## src/rtl/mio_arbiter.sv

```systemverilog
// Two-master memory/IO arbiter: round-robin grant of CPU or AUX onto one shared bus,
// one transaction at a time, with an ack timeout that returns ERR_DATA and pulses bus_err.
module mio_arbiter #(
  parameter int          TIMEOUT  = 16,
  parameter logic [31:0] ERR_DATA = 32'hDEAD_BEEF
) (
  input  logic        clk,
  input  logic        reset,
  input  logic        cpu_req,
  input  logic        cpu_we,
  input  logic [31:0] cpu_addr,
  input  logic [31:0] cpu_wdata,
  output logic [31:0] cpu_rdata,
  output logic        cpu_ready,
  input  logic        aux_req,
  input  logic        aux_we,
  input  logic [31:0] aux_addr,
  input  logic [31:0] aux_wdata,
  output logic [31:0] aux_rdata,
  output logic        aux_ready,
  output logic        mem_cs,
  output logic        mem_we,
  output logic [31:0] mem_addr,
  output logic [31:0] mem_wdata,
  input  logic [31:0] mem_rdata,
  input  logic        mem_ack,
  output logic        bus_err,
  output logic [1:0]  owner
);

  typedef enum logic [1:0] {IDLE, BUSY, RESP} state_t;

  localparam logic [1:0] OWN_NONE = 2'd0;
  localparam logic [1:0] OWN_CPU  = 2'd1;
  localparam logic [1:0] OWN_AUX  = 2'd2;
  localparam logic [7:0] LAST_CNT = 8'(TIMEOUT - 1);

  state_t      state_q;
  logic [1:0]  owner_q;
  logic        lastAux_q;
  logic [7:0]  cnt_q;
  logic        we_q;
  logic [31:0] addr_q;
  logic [31:0] wdata_q;
  logic [31:0] cpuRdata_q;
  logic [31:0] auxRdata_q;
  logic        cpuReady_q;
  logic        auxReady_q;
  logic        busErr_q;
  logic        memCs_q;
  logic        memWe_q;
  logic        grantAux_d;
  logic [31:0] respData_d;

  // On a tie AUX wins only if the CPU was the last master served.
  always_comb begin
    grantAux_d = aux_req && (!cpu_req || !lastAux_q);
    respData_d = mem_ack ? mem_rdata : ERR_DATA;
  end

  always_ff @(posedge clk or posedge reset) begin
    if (reset) begin
      state_q    <= IDLE;
      owner_q    <= OWN_NONE;
      lastAux_q  <= 1'b1;
      cnt_q      <= 8'd0;
      we_q       <= 1'b0;
      addr_q     <= 32'd0;
      wdata_q    <= 32'd0;
      cpuRdata_q <= 32'd0;
      auxRdata_q <= 32'd0;
      cpuReady_q <= 1'b0;
      auxReady_q <= 1'b0;
      busErr_q   <= 1'b0;
      memCs_q    <= 1'b0;
      memWe_q    <= 1'b0;
    end else begin
      case (state_q)
        IDLE: begin
          if (cpu_req || aux_req) begin
            owner_q   <= grantAux_d ? OWN_AUX : OWN_CPU;
            lastAux_q <= grantAux_d;
            we_q      <= grantAux_d ? aux_we    : cpu_we;
            addr_q    <= grantAux_d ? aux_addr  : cpu_addr;
            wdata_q   <= grantAux_d ? aux_wdata : cpu_wdata;
            memCs_q   <= 1'b1;
            memWe_q   <= grantAux_d ? aux_we : cpu_we;
            cnt_q     <= 8'd0;
            state_q   <= BUSY;
          end
        end
        BUSY: begin
          // Ack takes priority over a timeout landing in the same cycle.
          if (mem_ack || (cnt_q == LAST_CNT)) begin
            memCs_q  <= 1'b0;
            memWe_q  <= 1'b0;
            busErr_q <= !mem_ack;
            if (owner_q == OWN_CPU) begin
              cpuReady_q <= 1'b1;
              if (!we_q) cpuRdata_q <= respData_d;
            end else begin
              auxReady_q <= 1'b1;
              if (!we_q) auxRdata_q <= respData_d;
            end
            state_q <= RESP;
          end else begin
            cnt_q <= cnt_q + 8'd1;
          end
        end
        RESP: begin
          cpuReady_q <= 1'b0;
          auxReady_q <= 1'b0;
          busErr_q   <= 1'b0;
          owner_q    <= OWN_NONE;
          cnt_q      <= 8'd0;
          state_q    <= IDLE;
        end
        default: state_q <= IDLE;
      endcase
    end
  end

  assign cpu_rdata = cpuRdata_q;
  assign aux_rdata = auxRdata_q;
  assign cpu_ready = cpuReady_q;
  assign aux_ready = auxReady_q;
  assign bus_err   = busErr_q;
  assign mem_cs    = memCs_q;
  assign mem_we    = memWe_q;
  assign mem_addr  = addr_q;
  assign mem_wdata = wdata_q;
  assign owner     = owner_q;

endmodule
```

## config.mk

```make
export PLATFORM = sky130hd
export DESIGN_NAME = mio_arbiter
export DESIGN_NICKNAME = d
export VERILOG_FILES = /design/src/rtl/mio_arbiter.sv
export SDC_FILE = /design/constraint.sdc
export NUM_CORES = 1
export LEC_CHECK = 0
export BUFFER_PORTS_ARGS = -buffer_cell sky130_fd_sc_hd__buf_4
export CAP_MARGIN = 25
export CORE_MARGIN = 3
export CORE_UTILIZATION = 41
export CTS_BUF_LIST = sky130_fd_sc_hd__clkbuf_16
export DETAILED_ROUTE_END_ITERATION = 16
export GPL_TIMING_DRIVEN = 0
export PLACE_DENSITY = 0.8
export REMOVE_ABC_BUFFERS = 1
export SLEW_MARGIN = 5
export SYNTH_ARGS = -nofsm -noshare
export SYNTH_HDL_FRONTEND = slang
export SYNTH_SLANG_ARGS = --single-unit
```

## constraint.sdc

```tcl
create_clock -name clk -period 4.6 [get_ports clk]
set_clock_uncertainty 0.1 [all_clocks]
set_input_delay 0.46 -clock clk [delete_from_list [all_inputs] [get_ports clk]]
set_output_delay 0.46 -clock clk [all_outputs]
set_load 0.01 [all_outputs]
```

==> results of run 1 <==
==> kinds of logic after synthesis <==
group	share of synthesized area [%]
simple gates	5.773
fa+ha+maj	0.2069
buf+inv	7.552
compound gates	25.62
flops	60.85
==> critical path, stage by stage, from the launching register on <==
cell and delay [ps]:
sky130_fd_sc_hd__dfrtp_1 440, sky130_fd_sc_hd__nand2b_1 380, sky130_fd_sc_hd__nor3_4 860, sky130_fd_sc_hd__nor2b_2 620, sky130_fd_sc_hd__buf_8 230, sky130_fd_sc_hd__a2bb2oi_1 210
==> flip-flops by register name, summed over array words and instances (netlist names) <==
signal,flops
mem_we,1
we_q,1
cpu_ready,1
bus_err,1
lastAux_q,1
mem_cs,1
aux_rdata,32
aux_ready,1
cpu_rdata,32
state_q,2
cnt_q,8
owner,2
mem_addr,32
mem_wdata,32
==> per-layer routing <==
layer  wire, um  track usage, %
met1       6936           27.52
met4        977           12.62
met3       2144           8.779
met5          0               0
met2       9901           39.45
==> cell usage in the layout (no fill, tap or decap), drive strengths merged <==
cell         netlist  routed
a211o              2       2
o21ai             11      11
clkbuf            22      17
clkinvlp           0       2
nor2              27      27
a22oi              1       1
nor2b              5       5
nand3              6       6
and3               4       4
bufinv             0       4
clkinv             1       7
buf               19     310
a21o               6       6
nor4               2       2
dfrtp            146     146
a222oi            64      64
a22o               3       3
dlygate4sd3        0       1
nand4              1       1
nand2              8       8
nor3               5       5
or3                1       1
ha                 1       1
a32o              16      16
dfstp              1       1
or2                2       2
a31oi              1       1
nand2b             4       4
o2bb2ai            1       1
a2bb2oi           48      48
and2               2       2
o22a               2       2
inv               66      68
o211ai             1       1
nor4b              1       1
a21oi              1       1
==> final timing paths <==
check / endpoint / slack, ps / cells after the start
setup / recovery: aux_rdata[7] / 1650 / 5
hold / removal: mem_addr[0] / 150 / 3
setup reg to reg: aux_rdata[7] / 1650 / 5
hold reg to reg: cpu_rdata[22] / 390 / 1
max in group asynchronous: lastAux_q / 2970 / 4
min in group asynchronous: mem_wdata[15] / 570 / 3
==> power groups by stage <==
stage / registers, mW / clock network (mW) / logic [mW]
2_1_floorplan: 2.52 / 0 / 1.10
3_3_place_gp: 2.29 / 0 / 2.68
3_5_place_dp: 2.33 / 0 / 2.85
4_1_cts: 2.31 / 1.44 / 2.86
5_1_grt: 2.38 / 1.50 / 3.03
6_report: 2.32 / 1.42 / 2.83
==> final cells by class <==
cell class / instances / area (um2)
repair buffers: 311 / 2452
multi-input cells: 226 / 1934
inverters: 67 / 256.5
fillers: 1070 / 5005
flip-flops and latches: 147 / 3680
clock buffers: 17 / 425.4
clock inverters: 14 / 171.4
well taps: 180 / 225.2
==> results.md, run 1 <==
- The clock period could shrink to 2953 ps.
- The setup-violating endpoint count in the final report is 0.
- In this run the static leakage power is 4.676 nW.
- The worst register-to-register path begins at state_q[1].
- STA puts the critical path data required time at 4830 ps.
- The floorplan die height is 127.4 um.
- The cell with the most instances after synthesis is sky130_fd_sc_hd__dfrtp_1.
- The HPWL after detailed placement is between 10000 and 15000 um.
- In this run, synthesis produced a sequential element count of 147.
- Timing analysis after detailed placement gives a worst setup slack of 1658 ps.
- The first-pass GRT wire length is 30390 um.
- The clock reaches the later pin of the worst-skew pair after 420 ps.
- The ratio of routed vias to standard cells is about 5.8.
- The maximum count of clock buffers along a single path is 2.
- The final routed wirelength across all metal layers is 19960 um.
- The count of clock tree sinks is 147.
- Sorting the synthesized cells by how often they occur yields 146 x sky130_fd_sc_hd__dfrtp_1, 66 x sky130_fd_sc_hd__inv_1, 64 x sky130_fd_sc_hd__a222oi_1.
- The pre-antenna-repair detailed-routing pass consisted of 8 iterations.
- The overall via count from detail_route is about 5500.
- The flow ran to the end, and the final reports show no timing, DRC or antenna violations.
- The share of total power dissipated in combinational logic is 43.1%.
- The repair_antennas step left the layout with diodes totalling 0.
- The finished cells cover 0.009145 mm2.
- The classification of the worst setup path is reg -> reg.
- Entering global routing, the biggest net connects 89 pins.
- After clock tree synthesis, the flow added hold-fix buffers numbering 1.
- The final weighted congestion of routability-driven global placement is between 0.8 and 0.9.
- The number of instances in the synthesized netlist is 481.
- Overall power consumption after layout is estimated at 6.573 mW.
- The TritonCTS clock tree is done.
- The share of flip-flops with an asynchronous set or reset after synthesis is between 90% and 100%.
- Setup repair after global routing left no endpoint under its margin.
- The row count is 43.
- The top-level port count is 302.
- At the worst endpoint, the arrival time is approximately 3200 ps.
- The internal power component is 4.292 mW.
- The number of gates resized after CTS is 0.
- In this run the most critical hold path is launched from aux_addr[0].
- By area the synthesized netlist is led by sky130_fd_sc_hd__dfrtp_1 60%, sky130_fd_sc_hd__a222oi_1 11%, sky130_fd_sc_hd__a2bb2oi_2 5.2%.
- The slew at the pin closest to its max-slew limit is 947.7 ps.
- Once layout is complete, the utilization of the core stands at between 60% and 70%.
- The net switching power of the design is 2.280 mW.
- For this run the aggregate overflow at the end of global routing stands at 0.
- The total cell area at the placement stage is between 0.008 and 0.009 mm2.
- Based on the critical path, the design can be clocked at up to approximately 340 MHz.
- The placed cell count is 930.
- The area of the die is ~0.016 mm2.
- The detail route stage leaves a number of antenna-violating nets equal to 0.
- The part of the power in registers is 35.3%.
- The starting density of the core is 42.74%.
- Global routing used 24.05% of the available tracks.
- The mean area per synthesized cell is 12.57 um2.
- From synthesis to final layout, the design area changed by 51.23%.
- The summed negative setup slack over all endpoints is 0 ps.
- After clock tree synthesis, the clock-pin slew on the worst setup and hold paths is approximately 60 ps.
- The non-filler instance count after layout is 962.
- In this run the power density over the cells is 718.7 mW/mm2.
- After the first detailed-routing iteration, the DRC count stood at 556.
- The count of final hold-check violations is 0.
- The biggest area contributor in the post-synthesis netlist is sky130_fd_sc_hd__dfrtp_1.
- After detailed routing, the average wire length per cell comes to 20.75 um.
- The critical path starts at state_q[1].
- The final critical path takes up 64.20% of the cycle.
- In this run the tool buffered the top-level ports with 301 buffer cells.
- The die is around 130 um wide.
- The final-report max-slew violation count was 0.
- The share of power burned in the clock network is 21.6%.
- Summed over its instances, the top area cell type makes up 60.42% of the synthesized netlist area.
- The unique cell type count in the Yosys netlist is 39.
- The yosys synthesis warning count is 0.
- The layout cell share with drive strength beyond 1 is 47.06%.
- In the final design database the tool counted 938 nets.
- In this run, CTS created clock tree buffers numbering 17.
- The number of remaining DRC errors is 0.
- The worst slew margin relative to its limit is a little over a third.
- The via count of the first global-routing pass is 5709.
- CTS built an H-tree with a depth of 4.
- The worst hold margin is 150.0 ps.
- Along the worst path, the maximum fanout reaches 20.
- After synthesis, flip-flops and latches occupy 60.85% of the total area.
- The mapped netlist covers between 0.006 and 0.007 mm2.
- The synthesized design contains 0 enable-type register cells.
- The leading register cell type out of synthesis is sky130_fd_sc_hd__dfrtp_1.
- The tool flagged a number of max-cap violations equal to 0.
- The worst hold-check path type is in -> reg.
- After floorplanning, the core was sized to cover 0.01415 mm2.
- The tree is rooted in a sky130_fd_sc_hd__clkbuf_16.
- STA classifies the critical path startpoint as a register.
- Buffers added to address setup during post-CTS repair amount to 0.
- The endpoint kind of the worst setup timing path is a register.
- The worst vdd rail ir drop is 337.3 uV.
- The switching power as a share of total power is 34.70%.
- The least setup slack across all paths after layout is between 1500 and 2000 ps.
- The initial antenna violation count is 0.
(Power assumes the default switching activity.)
==> run 2, diff against run 1 <==
--- a/config.mk
+++ b/config.mk
@@ -5,14 +5,15 @@
 export SDC_FILE = /design/constraint.sdc
 export NUM_CORES = 1
 export LEC_CHECK = 0
+export ABC_AREA = 1
 export BUFFER_PORTS_ARGS = -buffer_cell sky130_fd_sc_hd__buf_4
 export CAP_MARGIN = 25
 export CORE_MARGIN = 3
-export CORE_UTILIZATION = 41
+export CORE_UTILIZATION = 43
 export CTS_BUF_LIST = sky130_fd_sc_hd__clkbuf_16
 export DETAILED_ROUTE_END_ITERATION = 16
 export GPL_TIMING_DRIVEN = 0
-export PLACE_DENSITY = 0.8
+export PLACE_DENSITY = 0.81
 export REMOVE_ABC_BUFFERS = 1
 export SLEW_MARGIN = 5
 export SYNTH_ARGS = -nofsm -noshare
==> constraint.sdc (replaced) <==
create_clock -name clk -period 2.6 [get_ports clk]
set_clock_uncertainty 0.1 [all_clocks]
set_input_delay 0.26 -clock clk [delete_from_list [all_inputs] [get_ports clk]]
set_output_delay 0.26 -clock clk [all_outputs]
set_load 0.01 [all_outputs]
==> run 2 against run 1 <==
Against the previous run: power up 86%; global-route usage up 6.3 points; clock power up 61%; final area up 21%; core utilization up 7.7 points; critical endpoint is now mem_wdata[18]; largest cell class is now non-clock buffers; highest routed layer unchanged.
==> results.md, run 2 <==
- The ratio of routed vias to standard cells is 5.497 (was 5.760).
- The share of power burned in the clock network is 18.7% (was 21.6%).
- The internal power component is 7.222 mW (was 4.292 mW).
- The endpoint kind of the worst setup timing path was a register (unchanged).
- The placed cell count came to 1279 (was 930).
- The worst hold path depth is 3 (unchanged).
- The required time at the endpoint of the critical path is 2850 ps (was 4830 ps).
- The post-synthesis sequential area ratio is 54.39% (was 60.85%).
- The number of buffers added by the clock tree synthesis step is 17 (unchanged).
- The TritonCTS clock tree was done (unchanged).
- The origin of the critical flop-to-flop path is lastAux_q (was state_q[1]).
- The largest net degree at the start of global routing is 84 (was 89).
- The number of remaining DRC errors is 0 (unchanged).
- The count of fill cells added during filler insertion is 1009 (was 1070).
- The most common cell after layout, fill and taps aside is sky130_fd_sc_hd__nand2_1 (was sky130_fd_sc_hd__buf_4).
- The final-stage net count is 1383 (was 938).
- The cell with the most instances after synthesis is sky130_fd_sc_hd__nand2_1 (was sky130_fd_sc_hd__dfrtp_1).
- The number of optimization iterations in the first detailed-route pass is 5 (was 8).
- The part of the power in registers is 33.0% (was 35.3%).
- The launching element type of the critical path is a register (unchanged).
- The achievable clock frequency was 408.7 MHz (was 338.6 MHz).
- The via count of the first global-routing pass came to 7957 (was 5709).
- The final period demand of the worst path is 2447 ps (was 2953 ps).
- The worst reg2reg path endpoint is mem_wdata[18] (was aux_rdata[7]).
- The path depth of the worst reg2reg path is 6 (was 5).
- The worst hold-check path type was in -> reg (unchanged).
- The clock-pin transition on the worst setup and hold timing paths came to 70 ps (was 60 ps).
- The area of the die came to 0.01727 mm2 (was 0.01624 mm2).
- The floorplan die height is 131.4 um (was 127.4 um).
- The cell at the root of the clock tree is sky130_fd_sc_hd__clkbuf_16 (unchanged).
- The non-filler instance count after layout is 1440 (was 962).
- The mean area per synthesized cell was 8.281 um2 (was 12.57 um2).
- The overall routing resource usage was 30.36% (was 24.05%).
- The overall via count from detail_route was 7915 (was 5541).
- The setup-violating endpoint count in the final report came to 0 (unchanged).
- The arrival time of the worst setup path was 2700 ps (was 3180 ps).
- The classification of the worst setup path is reg -> reg (unchanged).
- The layout cell share with drive strength beyond 1 is 31.11% (was 47.06%).
- The static power due to leakage is 5.704 nW (was 4.676 nW).
- The area growth from synthesis to final layout is 63.82% (was 51.23%).
- The number of H-tree levels is 4 (unchanged).
- Most instantiated cells after synthesis: 322 x sky130_fd_sc_hd__nand2_1, 146 x sky130_fd_sc_hd__dfrtp_1, 143 x sky130_fd_sc_hd__nand3_1 (was 146 x sky130_fd_sc_hd__dfrtp_1, 66 x sky130_fd_sc_hd__inv_1, 64 x sky130_fd_sc_hd__a222oi_1).
- The first-pass GRT wire length is 42040 um (was 30390 um).
- Critical-path cell list: nand2_1 -> nand2_2 -> nor2_4 -> nand2_1 -> nand3_1 -> dlygate4sd3_1 (was nand2b_1 -> nor3_4 -> nor2b_2 -> buf_8 -> a2bb2oi_1).
- The top-level port count is 302 (unchanged).
- The least setup slack across all paths after layout was 153.3 ps (was 1647 ps).
- The starting density of the core is 44.17% (was 42.74%).
- The count of final hold-check violations was 0 (unchanged).
- The worst hold margin is 42.92 ps (was 150.0 ps).
- The flop-to-flop setup slack is 150 ps (was 1650 ps).
- The sum of overflow across all layers after global routing is 0 (unchanged).
- The mapped cell area is 0.006765 mm2 (was 0.006047 mm2).
- The port buffer count was 301 (unchanged).
- The switching power as a share of total power is 40.97% (was 34.70%).
- The critical path's largest stage delay is 630 ps (was 860 ps).
- The count of clock tree sinks is 147 (unchanged).
- The antenna violation net count after detailed routing is 0 (unchanged).
- The slowest cell on the critical path is sky130_fd_sc_hd__nor2_4 (was sky130_fd_sc_hd__nor3_4).
- The worst slew margin relative to its limit is 39.94% (was 36.61%).
- The number of enable flip-flop cells after synthesis is 0 (unchanged).
- The count of state elements after synthesis is 147 (unchanged).
- The initial antenna violation count is 1 (was 0).
- The net switching power of the design is 5.012 mW (was 2.280 mW).
- The worst slack at placement is -262.3 ps (was 1658 ps).
- The maximum count of clock buffers along a single path is 2 (unchanged).
- Top cells by area, synth: sky130_fd_sc_hd__dfrtp_1 54%, sky130_fd_sc_hd__nand2_1 18%, sky130_fd_sc_hd__nand3_1 11% (was sky130_fd_sc_hd__dfrtp_1 60%, sky130_fd_sc_hd__a222oi_1 11%, sky130_fd_sc_hd__a2bb2oi_2 5.2%).
- The leading register cell type out of synthesis was sky130_fd_sc_hd__dfrtp_1 (unchanged).
- The final-report max-slew violation count was 0 (unchanged).
- The number of instances in the synthesized netlist is 817 (was 481).
- The count of max-cap constraint violations is 0 (unchanged).
- The clock insertion delay at the later pin of the skew report was 420 ps (about the same).
- The area share of the leading cell type in the synthesized netlist is 54.00% (was 60.42%).
- Most frequent cells in the layout: 320 x sky130_fd_sc_hd__nand2_1, 301 x sky130_fd_sc_hd__buf_4, 146 x sky130_fd_sc_hd__dfrtp_1 (was 301 x sky130_fd_sc_hd__buf_4, 146 x sky130_fd_sc_hd__dfrtp_1, 67 x sky130_fd_sc_hd__inv_1).
- The final weighted congestion of routability-driven global placement is 0.8739 (was 0.8822).
- The hold path startpoint is aux_wdata[4] (was aux_addr[0]).
- RSZ-0062 raised after global routing: no (unchanged).
- The combinational share of power was 48.3% (was 43.1%).
- The area of the core is 0.01531 mm2 (was 0.01415 mm2).
- The worst vdd rail ir drop is 528.6 uV (was 337.3 uV).
- The terminating pin of the worst hold path was mem_wdata[4] (was mem_addr[0]).
- The cell type contributing the most total cell area after synthesis was sky130_fd_sc_hd__dfrtp_1 (unchanged).
- The slew at the pin closest to its max-slew limit is 898.7 ps (was 947.7 ps).
- The final routed wirelength across all metal layers was 27170 um (was 19960 um).
- The post-route clock period utilization is 94.10% (was 64.20%).
- The number of DRC violations after detailed-routing iteration 0 is 635 (was 556).
- The share of flip-flops with an asynchronous set or reset after synthesis came to 100.0% (unchanged).
- The final core utilization is 72.37% (was 64.63%).
- The power density over the cells was 1104 mW/mm2 (was 718.7 mW/mm2).
- The yosys synthesis warning count came to 0 (unchanged).
- The overall die width is 131.4 um (was 127.4 um).
- The cell repeated most along the worst path is sky130_fd_sc_hd__nand2_1.
- The average routed wire per standard cell is 18.87 um (was 20.75 um).
- The maximum fanout along the worst path was 24 (was 20).
- The HPWL after detailed placement was 15320 um (was 14800 um).
- The unique cell type count in the Yosys netlist came to 28 (was 39).
- The row count is 45 (was 43).
- Outcome: complete, no violations (unchanged).
run 2: how the worst max path moves through the flow:
stage                from            end  slack [ps]  depth (start not counted)
5_1_grt         lastAux_q  mem_wdata[18]          60                          6
3_5_place_dp      cpu_req       cnt_q[7]        -260                          9
4_1_cts        state_q[0]  mem_wdata[18]          40                          8
3_3_place_gp      cpu_req   mem_wdata[4]       -3900                          6
6_report        lastAux_q  mem_wdata[18]         150                          6
2_1_floorplan       reset   aux_rdata[0]       -1710                          1
run 2: final cells by class:
class / count / area, um2 / area share, %
Clock buffer: 17 / 425.4 / 3.838
Multi-Input combinational cell: 587 / 2743 / 24.75
Clock inverter: 15 / 118.9 / 1.072
Tap cell: 211 / 264.0 / 2.382
Timing Repair Buffer: 437 / 3749 / 33.82
Sequential cell: 147 / 3680 / 33.20
Antenna cell: 1 / 2.502 / 0.02258
Inverter: 25 / 101.3 / 0.9144
run 2: power groups by stage:
stage / combinational (mW) / sequential (mW) / clock (mW)
2_1_floorplan: 1.94 / 4.39 / 0
3_3_place_gp: 4.96 / 3.93 / 0
3_5_place_dp: 5.32 / 3.98 / 0
4_1_cts: 5.61 / 3.95 / 2.32
5_1_grt: 6.28 / 4.14 / 2.40
6_report: 5.90 / 4.04 / 2.29
run 2: worst max-delay path: cells and delay by family, from the launching register on:
family	cells	cell delay, ps
buf+inv	1	560
simple gates	5	1330
flops	1	370
run 2: kinds of logic after synthesis:
| group | synth area share, % |
|---|---|
| simple gates | 38.65 |
| flops | 54.39 |
| buf+inv | 6.122 |
| compound gates | 0.6471 |
| fa+ha+maj | 0.1849 |
run 2: routing by layer:
metal | routed length (um) | track usage (%)
met3 | 2658 | 8.078
met2 | 13070 | 50.14
met4 | 1747 | 19.43
met1 | 9692 | 34.92
met5 | 0 | 0
run 2: repair_timing:
item	4_1_cts	5_1_grt
buffers inserted	0	0
cloned	0	1
pin swaps	0	2
setup endpoints to repair	72	60
hold endpoints to repair	127	0
hold buffers	127	0
resized for setup	3	6
run 2: metrics by stage:
stage / setup TNS, ps / power (mW) / instance area (um2)
5_1_grt: 0 / 12.83 / 11080
4_1_cts: 0 / 11.88 / 11050
6_report: 0 / 12.23 / 11080
3_3_place_gp: -821830 / 8.894 / 8969
2_1_floorplan: -353610 / 6.331 / 6445
3_5_place_dp: -11090 / 9.300 / 9220
==> run 3, diff against run 2 <==
--- a/config.mk
+++ b/config.mk
@@ -12,7 +12,6 @@
 export CORE_UTILIZATION = 43
 export CTS_BUF_LIST = sky130_fd_sc_hd__clkbuf_16
 export DETAILED_ROUTE_END_ITERATION = 16
-export GPL_TIMING_DRIVEN = 0
 export PLACE_DENSITY = 0.81
 export REMOVE_ABC_BUFFERS = 1
 export SLEW_MARGIN = 5
==> run 3 against run 2 <==
Against the previous run: cell count up 0.35%; global-route usage down 0.13 points; sequential share of layout area up 0.28 points; clock-buffer cell count unchanged; core utilization down 0.61 points; hold slack worse by 6.0 ps; final area down 0.85%; sequential cell count unchanged; wire length down 2.8%; combinational power up 6.1%; critical path depth up 1; power up 3.9%; critical path type unchanged; highest routed layer unchanged.
==> results.md, run 3 (synthesis gave the netlist of run 2 again) <==
- The worst vdd rail ir drop came to 544.2 uV (was 528.6 uV).
- The final weighted congestion of routability-driven global placement came to 0.8448 (was 0.8739).
- The initial antenna violation count was 0 (was 1).
- Outcome: complete, no violations (unchanged).
- The flop-to-flop setup slack came to 230 ps (was 150 ps).
- The worst slack at placement is 448.0 ps (was -262.3 ps).
- The row count came to 45 (unchanged).
- RSZ-0062 raised after global routing: no (unchanged).
- The power density over the cells came to 1156 mW/mm2 (was 1104 mW/mm2).
- The overall routing resource usage is 30.22% (was 30.36%).
- The setup-violating endpoint count in the final report is 0 (unchanged).
- The classification of the worst setup path is reg -> reg (unchanged).
- The TritonCTS clock tree is done (unchanged).
- The non-filler instance count after layout is 1445 (was 1440).
- The wire length on met1 is 9820 um (was 9692 um).
- The number of optimization iterations in the first detailed-route pass came to 5 (unchanged).
- The area of the die was 0.01727 mm2 (unchanged).
- The worst reg2reg path endpoint is mem_wdata[24] (was mem_wdata[18]).
- The HPWL after detailed placement is 15420 um (was 15320 um).
- The final-stage net count was 1389 (was 1383).
- The number of remaining DRC errors was 0 (unchanged).
- The ratio of routed vias to standard cells is 5.411 (was 5.497).
- The path depth of the worst reg2reg path was 7 (was 6).
- The final routed wirelength across all metal layers is 26410 um (was 27170 um).
- The first-pass GRT wire length is 42180 um (was 42040 um).
- The summed negative setup slack over all endpoints was 0 ps (unchanged).
- The count of max-cap constraint violations was 0 (unchanged).
- The origin of the critical flop-to-flop path is state_q[0] (was lastAux_q).
- The placed cell count is 1287 (was 1279).
- The top-level port count is 302 (unchanged).
- The overall die width came to 131.4 um (unchanged).
- The slew at the pin closest to its max-slew limit came to 729.0 ps (was 898.7 ps).
- The antenna violation net count after detailed routing came to 0 (unchanged).
- The number of buffers added by the clock tree synthesis step is 17 (unchanged).
- The cell at the root of the clock tree is sky130_fd_sc_hd__clkbuf_16 (unchanged).
- The least setup slack across all paths after layout is 233.3 ps (was 153.3 ps).
- The port buffer count is 301 (unchanged).
- The overall via count from detail_route is 7819 (was 7915).
- The via count of the first global-routing pass is 7861 (was 7957).
- The most common cell after layout, fill and taps aside is sky130_fd_sc_hd__nand2_1 (unchanged).
- The wire length on met2 is 12510 um (was 13070 um).
- The worst hold-check path type was in -> reg (unchanged).
- The post-route clock period utilization came to 91.03% (was 94.10%).
- The layout cell share with drive strength beyond 1 came to 31.20% (was 31.11%).
- The starting density of the core is 44.17% (unchanged).
- The maximum fanout along the worst path came to 67 (was 24).
- The achievable clock frequency came to 422.5 MHz (was 408.7 MHz).
- The number of H-tree levels is 4 (unchanged).
- The final period demand of the worst path is 2367 ps (was 2447 ps).
- The clock-pin transition on the worst setup and hold timing paths is 70 ps (about the same).
- The count of final hold-check violations is 0 (unchanged).
- The worst slew margin relative to its limit is 51.40% (was 39.94%).
- The endpoint kind of the worst setup timing path is a register (unchanged).
- The topmost layer with routed signal wires is met4 (unchanged).
- Most frequent cells in the layout: 321 x sky130_fd_sc_hd__nand2_1, 314 x sky130_fd_sc_hd__buf_4, 146 x sky130_fd_sc_hd__dfrtp_1 (was 320 x sky130_fd_sc_hd__nand2_1, 301 x sky130_fd_sc_hd__buf_4, 146 x sky130_fd_sc_hd__dfrtp_1).
- The floorplan die height is 131.4 um (unchanged).
- The final-report max-slew violation count was 0 (unchanged).
- The average routed wire per standard cell is 18.28 um (was 18.87 um).
- The area of the core is 0.01531 mm2 (unchanged).
- The routed length on met3 is 2526 um (was 2658 um).
- The sum of overflow across all layers after global routing came to 0 (unchanged).
- The required time at the endpoint of the critical path was 2850 ps (about the same).
- The antenna diode count is 0 (was 1).
- The start point of the critical path is state_q[0] (was lastAux_q).
- The sum of internal, switching and leakage power was 12.71 mW (was 12.23 mW).
- The maximum count of clock buffers along a single path is 2 (unchanged).
- The largest net degree at the start of global routing is 69 (was 84).
- The area growth from synthesis to final layout is 62.44% (was 63.82%).
- The final core utilization is 71.76% (was 72.37%).
- The clock insertion delay at the later pin of the skew report came to 410 ps (was 420 ps).
- The arrival time of the worst setup path came to 2610 ps (was 2700 ps).
- The endpoint of the most critical setup path is mem_wdata[24] (was mem_wdata[18]).
- The count of clock tree sinks came to 147 (unchanged).
- The number of DRC violations after detailed-routing iteration 0 is 722 (was 635).
- The number of setup buffers added after CTS is 0 (unchanged).
- The launching element type of the critical path is a register (unchanged).
- The static power due to leakage came to 5.748 nW (was 5.704 nW).
==> run 3: changes by cell type in the layout (fill, tap and decap cells not counted), moves of 2 or more <==
cell                         before  now
sky130_fd_sc_hd__buf_16           5    0
sky130_fd_sc_hd__buf_4          301  314
sky130_fd_sc_hd__clkinv_4         0    2
sky130_fd_sc_hd__clkinvlp_4       7    1
sky130_fd_sc_hd__nand3_2          1    3
sky130_fd_sc_hd__nand3_4          2    0
sky130_fd_sc_hd__nor2_1          13   15
sky130_fd_sc_hd__nor2_2           3    1
==> run 3: per-stage QoR <==
step | hold slack, ps | instance area, um2
global route | 45.27 | 10990
CTS | 2.476 | 10990
detailed placement | 281.8 | 9160
floorplan | 293.0 | 6445
finish | 36.90 | 10990
global placement | 278.4 | 9160
==> run 3: per-layer routing <==
| metal | GRT usage [%] | up-vias |
|---|---|---|
| met5 | 0 | - |
| met4 | 17.04 | 0 |
| met3 | 7.848 | 108 |
| met2 | 48.62 | 526 |
| met1 | 37.05 | 3684 |
| li1 | - | 3501 |
==> run 3: final cells by class <==
type	count	area, um2
multi-input combinational	586	2693
sequential	147	3680
clock inverter	15	138.9
clock buffer	17	425.4
inverter	25	98.84
tap	211	264.0
timing repair buffer	444	3690
fill	1065	4325
==> run 3: power breakdown <==
group / switching, mW / internal, mW / leakage [nW]
Combinational: 3.27 / 2.99 / 3.64
Clock: 0.972 / 1.40 / 0.283
Sequential: 0.721 / 3.35 / 1.82
==> run 3: worst max-delay path, stage by stage, from the launching register on <==
cell and delay (ps):
sky130_fd_sc_hd__dfrtp_1 390, sky130_fd_sc_hd__nor2_1 270, sky130_fd_sc_hd__o21ai_4 100, sky130_fd_sc_hd__inv_2 70
sky130_fd_sc_hd__buf_6 390, sky130_fd_sc_hd__nand3_1 190, sky130_fd_sc_hd__nand3_1 120, sky130_fd_sc_hd__dlygate4sd3_1 590
==> run 3: worst min path at each step <==
stage | slack, ps | cells past startpoint | startpoint | to
finish | 40 | 3 | cpu_wdata[29] | mem_wdata[29]
global route | 50 | 3 | cpu_addr[14] | mem_addr[14]
CTS | 2 | 3 | cpu_addr[14] | mem_addr[14]
detailed placement | 280 | 2 | reset | mem_addr[25]
global placement | 280 | 2 | reset | mem_addr[2]
floorplan | 290 | 2 | aux_addr[0] | mem_addr[0]
==> run 3: repair_timing <==
action / in CTS / in global routing
setup endpoints to repair: 0 / 4
hold buffers: 126 / 0
endpoints found under the hold margin: 124 / 0
resized for setup: 0 / 1
